===== src/rtl/ssd1331_init_sequencer.sv =====
// Power-up and configuration sequencer for an SSD1331 OLED: sequences the supply
// and reset pins, then hands four command packets to a downstream SPI buffer.
module ssd1331_init_sequencer #(
   parameter int WIDTH = 8,
   parameter int N     = 8,
   parameter int T_PWR = 20000,
   parameter int T_RES = 10,
   parameter int T_VCC = 100000
) (
   input  logic               i_SCK,
   input  logic               i_RST,
   input  logic               i_EN,
   input  logic               i_MOSI_FINAL_BYTE,
   output logic [WIDTH*N-1:0] o_DATA,
   output logic [N-1:0]       o_DC,
   output logic [4:0]         o_N_transmit,
   output logic               o_START,
   output logic               o_RESn,
   output logic               o_PMODEN,
   output logic               o_VCCEN,
   output logic               o_BUSY,
   output logic               o_DONE
);

   localparam int T_MAX = (T_PWR > T_RES) ? ((T_PWR > T_VCC) ? T_PWR : T_VCC)
                                          : ((T_RES > T_VCC) ? T_RES : T_VCC);
   // The counter only ever holds T-1, so log2(T_MAX) bits are enough.
   localparam int CNT_W = (T_MAX > 1) ? $clog2(T_MAX) : 1;

   localparam logic [CNT_W-1:0] PWR_LOAD = CNT_W'(T_PWR - 1);
   localparam logic [CNT_W-1:0] RES_LOAD = CNT_W'(T_RES - 1);
   localparam logic [CNT_W-1:0] VCC_LOAD = CNT_W'(T_VCC - 1);
   localparam logic [CNT_W-1:0] CNT_ZERO = {CNT_W{1'b0}};
   localparam logic [CNT_W-1:0] CNT_ONE  = CNT_W'(1'b1);

   typedef enum logic [2:0] {
      IDLE, PWR_WAIT, RES_LOW, RES_WAIT, SEND, WAIT_TX, VCC_WAIT, DONE
   } state_t;

   state_t               state_r, state_s;
   logic [1:0]           idx_r, idx_s;
   logic [CNT_W-1:0]     cnt_r, cnt_s;
   logic [WIDTH*N-1:0]   data_r, data_s;
   logic [4:0]           n_r, n_s;
   logic                 start_r, start_s;
   logic                 resn_r, resn_s;
   logic                 pmoden_r, pmoden_s;
   logic                 vccen_r, vccen_s;
   logic                 busy_r, busy_s;
   logic                 done_r, done_s;

   // Command packet ROM; byte 0 lands in the least significant slot.
   function automatic logic [WIDTH*N-1:0] rom_data(input logic [1:0] idx);
      logic [7:0]         b [0:6];
      logic [WIDTH*N-1:0] d;
      for (int k = 0; k < 7; k++) b[k] = 8'h00;
      case (idx)
         2'd0: b[0] = 8'hAE;
         2'd1: begin
            b[0] = 8'hA0; b[1] = 8'h72; b[2] = 8'hA1; b[3] = 8'h00;
            b[4] = 8'hA2; b[5] = 8'h00; b[6] = 8'hA4;
         end
         2'd2: begin
            b[0] = 8'hA8; b[1] = 8'h3F; b[2] = 8'hAD;
            b[3] = 8'h8E; b[4] = 8'hB0; b[5] = 8'h0B;
         end
         default: b[0] = 8'hAF;
      endcase
      d = {(WIDTH*N){1'b0}};
      for (int k = 0; k < 7; k++) begin
         if (k < N) d[WIDTH*k +: WIDTH] = WIDTH'(b[k]);
      end
      return d;
   endfunction

   function automatic logic [4:0] rom_len(input logic [1:0] idx);
      case (idx)
         2'd0:    return 5'd1;
         2'd1:    return 5'd7;
         2'd2:    return 5'd6;
         default: return 5'd1;
      endcase
   endfunction

   // Next-state, index, delay counter and next output values.
   always_comb begin
      state_s = state_r;
      idx_s   = idx_r;
      cnt_s   = cnt_r;
      case (state_r)
         IDLE: begin
            if (i_EN) begin
               state_s = PWR_WAIT;
               cnt_s   = PWR_LOAD;
               idx_s   = 2'd0;
            end else begin
               state_s = IDLE;
            end
         end
         PWR_WAIT: begin
            if (cnt_r == CNT_ZERO) begin
               state_s = RES_LOW;
               cnt_s   = RES_LOAD;
            end else begin
               cnt_s = cnt_r - CNT_ONE;
            end
         end
         RES_LOW: begin
            if (cnt_r == CNT_ZERO) begin
               state_s = RES_WAIT;
               cnt_s   = RES_LOAD;
            end else begin
               cnt_s = cnt_r - CNT_ONE;
            end
         end
         RES_WAIT: begin
            if (cnt_r == CNT_ZERO) begin
               state_s = SEND;
               idx_s   = 2'd0;
            end else begin
               cnt_s = cnt_r - CNT_ONE;
            end
         end
         SEND: state_s = WAIT_TX;
         WAIT_TX: begin
            if (i_MOSI_FINAL_BYTE) begin
               case (idx_r)
                  2'd0, 2'd1: begin
                     idx_s   = idx_r + 2'd1;
                     state_s = SEND;
                  end
                  2'd2: begin
                     idx_s   = 2'd3;
                     state_s = VCC_WAIT;
                     cnt_s   = VCC_LOAD;
                  end
                  default: state_s = DONE;
               endcase
            end else begin
               state_s = WAIT_TX;
            end
         end
         VCC_WAIT: begin
            if (cnt_r == CNT_ZERO) begin
               state_s = SEND;
            end else begin
               cnt_s = cnt_r - CNT_ONE;
            end
         end
         DONE:    state_s = DONE;
         default: state_s = IDLE;
      endcase

      // Outputs are decoded from the next state so they register in step with it.
      start_s  = (state_s == SEND);
      resn_s   = (state_s != RES_LOW);
      pmoden_s = (state_s != IDLE);
      busy_s   = (state_s != IDLE) && (state_s != DONE);
      done_s   = (state_s == DONE);
      vccen_s  = (state_s == VCC_WAIT) ||
                 ((idx_s == 2'd3) && ((state_s == SEND) || (state_s == WAIT_TX) ||
                                      (state_s == DONE)));
      if ((state_s == SEND) || (state_s == WAIT_TX)) begin
         data_s = rom_data(idx_s);
         n_s    = rom_len(idx_s);
      end else begin
         data_s = {(WIDTH*N){1'b0}};
         n_s    = 5'd0;
      end
   end

   // State, counter and registered outputs.
   always_ff @(posedge i_SCK or posedge i_RST) begin
      if (i_RST) begin
         state_r  <= IDLE;
         idx_r    <= 2'd0;
         cnt_r    <= CNT_ZERO;
         data_r   <= {(WIDTH*N){1'b0}};
         n_r      <= 5'd0;
         start_r  <= 1'b0;
         resn_r   <= 1'b1;
         pmoden_r <= 1'b0;
         vccen_r  <= 1'b0;
         busy_r   <= 1'b0;
         done_r   <= 1'b0;
      end else begin
         state_r  <= state_s;
         idx_r    <= idx_s;
         cnt_r    <= cnt_s;
         data_r   <= data_s;
         n_r      <= n_s;
         start_r  <= start_s;
         resn_r   <= resn_s;
         pmoden_r <= pmoden_s;
         vccen_r  <= vccen_s;
         busy_r   <= busy_s;
         done_r   <= done_s;
      end
   end

   assign o_DATA       = data_r;
   assign o_DC         = {N{1'b0}};
   assign o_N_transmit = n_r;
   assign o_START      = start_r;
   assign o_RESn       = resn_r;
   assign o_PMODEN     = pmoden_r;
   assign o_VCCEN      = vccen_r;
   assign o_BUSY       = busy_r;
   assign o_DONE       = done_r;

endmodule


===== config.mk =====
export PLATFORM = sky130hd
export DESIGN_NAME = ssd1331_init_sequencer
export DESIGN_NICKNAME = d
export VERILOG_FILES = /design/src/rtl/ssd1331_init_sequencer.sv
export SDC_FILE = /design/constraint.sdc
export NUM_CORES = 1
export LEC_CHECK = 0
export CORE_ASPECT_RATIO = 1.2
export CORE_MARGIN = 4
export CORE_UTILIZATION = 51
export DETAILED_ROUTE_END_ITERATION = 6
export GPL_TIMING_DRIVEN = 0
export PLACE_DENSITY = 0.87
export SYNTH_ARGS = -nofsm -noshare
export SYNTH_HDL_FRONTEND = slang
export SYNTH_SLANG_ARGS = --single-unit
export TNS_END_PERCENT = 10

===== constraint.sdc =====
create_clock -name i_SCK -period 6.7 [get_ports i_SCK]
set_clock_uncertainty 0.05 [all_clocks]
set_input_delay 1.34 -clock i_SCK [delete_from_list [all_inputs] [get_ports i_SCK]]
set_output_delay 1.34 -clock i_SCK [all_outputs]
set_load 0.005 [all_outputs]

==> run summary <==
• **status** completed
• **count of max-cap constraint violations** 0
• **synthesized area divided by synthesized cell count** 8.89 um2
• **CORE AREA** 5040 um2
• **crit path launch type** input port
• **DRT iter0 DRCs** 216
• **Setup violations, final** 0
• **clock tree from TritonCTS** yes
• **critical path startpoint** i_MOSI_FINAL_BYTE
• **yosys synthesis warning count** 0
• **Leakage** 1.69 nW
• **CTS Hold Buffers Added** 0
• **DRC violations left** 0
• **final cell count without fillers** 458
• **top library cells by usage in the layout, fill and taps aside** buf_4 (73), clkdlybuf4s50_1 (44), conb_1 (42)
• **setup repair after global routing missed its margin** no
• **area share of the largest cell type after synthesis** 0.323
• **final worst path period share** 0.497
• **die width** 74.6 um
• **slew margin rel.** 0.509
• **worst path required time** 6.82 ns
• **flops & latches, synth** 36
• **sequential-to-total area share from yosys stat** 0.333
• **transition time of the tightest slew-check pin** 0.736 ns
• **clock latency at the later pin of the worst-skew pair** 0.29 ns
• **number of buffers added by the clock tree synthesis step** 5
• **routed wirelength normalized by instance count** 14.0 um
• **number of buffers on the longest clock path** 2
• **GRT Resource Usage Total** 0.201
• **Die Y** 87.9 um
• **FILL cells** 408
• **Net Sw Frac** 0.317
• **maximum operating frequency** 0.301 GHz
• **most common library cell in the layout ignoring fill and taps** buf_4
• **Avg Vias per Cell** 5.21
• **share of final-layout standard cells stronger than drive strength 1** 0.271
• **number of clock sinks seen by CTS** 36
• **antenna violations before repair** 0
• **Clock Root Buffer** clkbuf_8
• **post-CTS resize count** 0
• **nature of the critical path endpoint** register
• **Ports** 87
• **FF-to-FF End** o_VCCEN
• **count of buffers from port buffering** 44
• **part of the total power dissipated in the clock network** 0.288
• **portion of total power attributed to combinational logic** 0.257
• **pwr dens** 186 nW/um2
• **placement row count** 28
• **class of the tightest hold or removal check** reg2reg
• **Synth Flop Type** dfrtp_1
• **maximum number of pins on one net before global-route repair** 37
• **proportion of register bits with asynchronous set or reset after synthesis** 1.00
• **total vias in the final route** 2,387
• **final setup slack of the worst path** 3.37 ns
• **post-detailed-placement half-perimeter wirelength** 4860 um
• **critical path capture point** cnt_r[7]
• **initial standard-cell utilization of the core** 0.538
• **r2r worst-path depth** 10
• **reg-to-reg slack, setup** 3.94 ns
• **clock transition at the registers of the reported paths** 0.07 ns
• **design internal power** 443 uW
• **n_diodes** 0
• **placer congestion estimate** 0.981
• **Sw Pwr** 206 uW
• **top cells by area, synth** dfrtp_1 (32%), buf_4 (20%), ha_1 (3.2%)
• **post-CTS setup-driven buffer insertion count** 0
• **type of the setup path with the least slack** in2reg
• **remaining number of nets flagged by the antenna check after routing** 0
• **Final nets** 408
• **first-pass GRT wire length** 10,300 um
• **Overflow after GRT** 0
• **endpoint arrival time on the critical path** 3.45 ns
• **Inst Count DP** 450
• **Die Footprint** 6550 um2
• **length of the first detailed-routing pass in iterations** 4
• **total wirelength of the detailed-routed design** 6400 um
• **total standard cell area after synthesis** 2710 um2
• **worst-case setup slack after placement** 3.05 ns
• **count of final hold-check violations** 0
• **part of the power in registers** 0.455
• **EDFF count, synth** 0
• **peak fanout along the critical path** 10
• **post-synthesis cell count** 305
• **Yosys cell types** 64
• **H-tree levels** 2
• **largest area contributor in the netlist** dfrtp_1
• **Final min period** 3.33 ns
• **total count of max-transition violations in the final report** 0
• **setup tns final** 0 ns
• **FF-to-FF Start** cnt_r[4]
• **Area growth, synth to finish** 28.6%
• **worst-case vdd ir drop** 0.000183 V
• **via count of the first global-routing pass** 2,147
==> Yosys cell counts (all sizes together), types with 4 or more instances <==
cell type  instances
a21oi             15
a31oi              8
and2               5
buf               79
clkbuf             4
dfrtp             35
ha                 7
inv               12
nand2             19
nand3              8
nand4              7
nor2              19
nor3              11
nor4               7
o21ai             16
o221ai             4
==> sequential cells by signal, indices dropped and copies added, names as in the netlist, 2 cells and up <==
signal   count
cnt_r       17
idx_r        2
o_DATA       7
state_r      3
==> stage by stage <==
step | power (mW) | util | hold slack, ns | cell area (um2)
6_report | 0.649 | 0.692 | 0.496 | 3490
5_1_grt | 0.690 | 0.692 | 0.550 | 3490
4_1_cts | 0.648 | 0.692 | 0.494 | 3490
3_5_place_dp | 0.463 | 0.670 | 0.485 | 3380
3_3_place_gp | 0.456 | 0.670 | 0.465 | 3380
2_1_floorplan | 0.429 | - | 0.441 | 2870
==> critical path: stages <==
cell,delay (ns)
clkdlybuf4s50_1,0.63
nand2_2,0.12
o311a_4,0.39
a211oi_4,0.44
o31ai_1,0.16
a221o_1,0.36
==> worst min-delay path by stage <==
stage,cells past startpoint,endpoint,startpoint
floorplan,1,cnt_r[0],cnt_r[0]
global placement,1,cnt_r[0],cnt_r[0]
detailed placement,1,cnt_r[0],cnt_r[0]
CTS,1,cnt_r[0],cnt_r[0]
global route,1,cnt_r[0],cnt_r[0]
finish,1,cnt_r[0],cnt_r[0]
==> metal layers <==
metal	vias up	global-route usage	wire (um)
li1	1165	-	-
met1	1070	0.239	2370
met2	135	0.353	3260
met3	17	0.0505	649
met4	0	0.0615	121
met5	-	0	0
==> logic make-up after synthesis <==
kind of cell    Yosys count  share of synthesized area
buf+inv                  96                      0.239
compound gates           73                      0.203
flops                    36                      0.333
simple gates             91                      0.188
xor+xnor                  1                    0.00323
fa+ha+maj                 7                     0.0323
other cells               1                    0.00138
==> layout make-up <==
type	count	area, um2	area share
clock inverter	2	35.0	0.0100
buffer	83	599	0.172
inverter	13	48.8	0.0140
timing repair buffer	44	440	0.126
tap	60	75.1	0.0215
multi-input combinational	214	1320	0.377
sequential	36	902	0.259
clock buffer	6	72.6	0.0208
==> power by group through the flow <==
| stage | registers, mW | logic [mW] | clock network (mW) |
|---|---|---|---|
| finish | 0.295 | 0.167 | 0.187 |
| floorplan | 0.289 | 0.141 | 0 |
| CTS | 0.294 | 0.165 | 0.189 |
| global route | 0.301 | 0.189 | 0.200 |
| global placement | 0.297 | 0.160 | 0 |
| detailed placement | 0.298 | 0.165 | 0 |
Note: power is estimated with default switching activity, not from simulation.
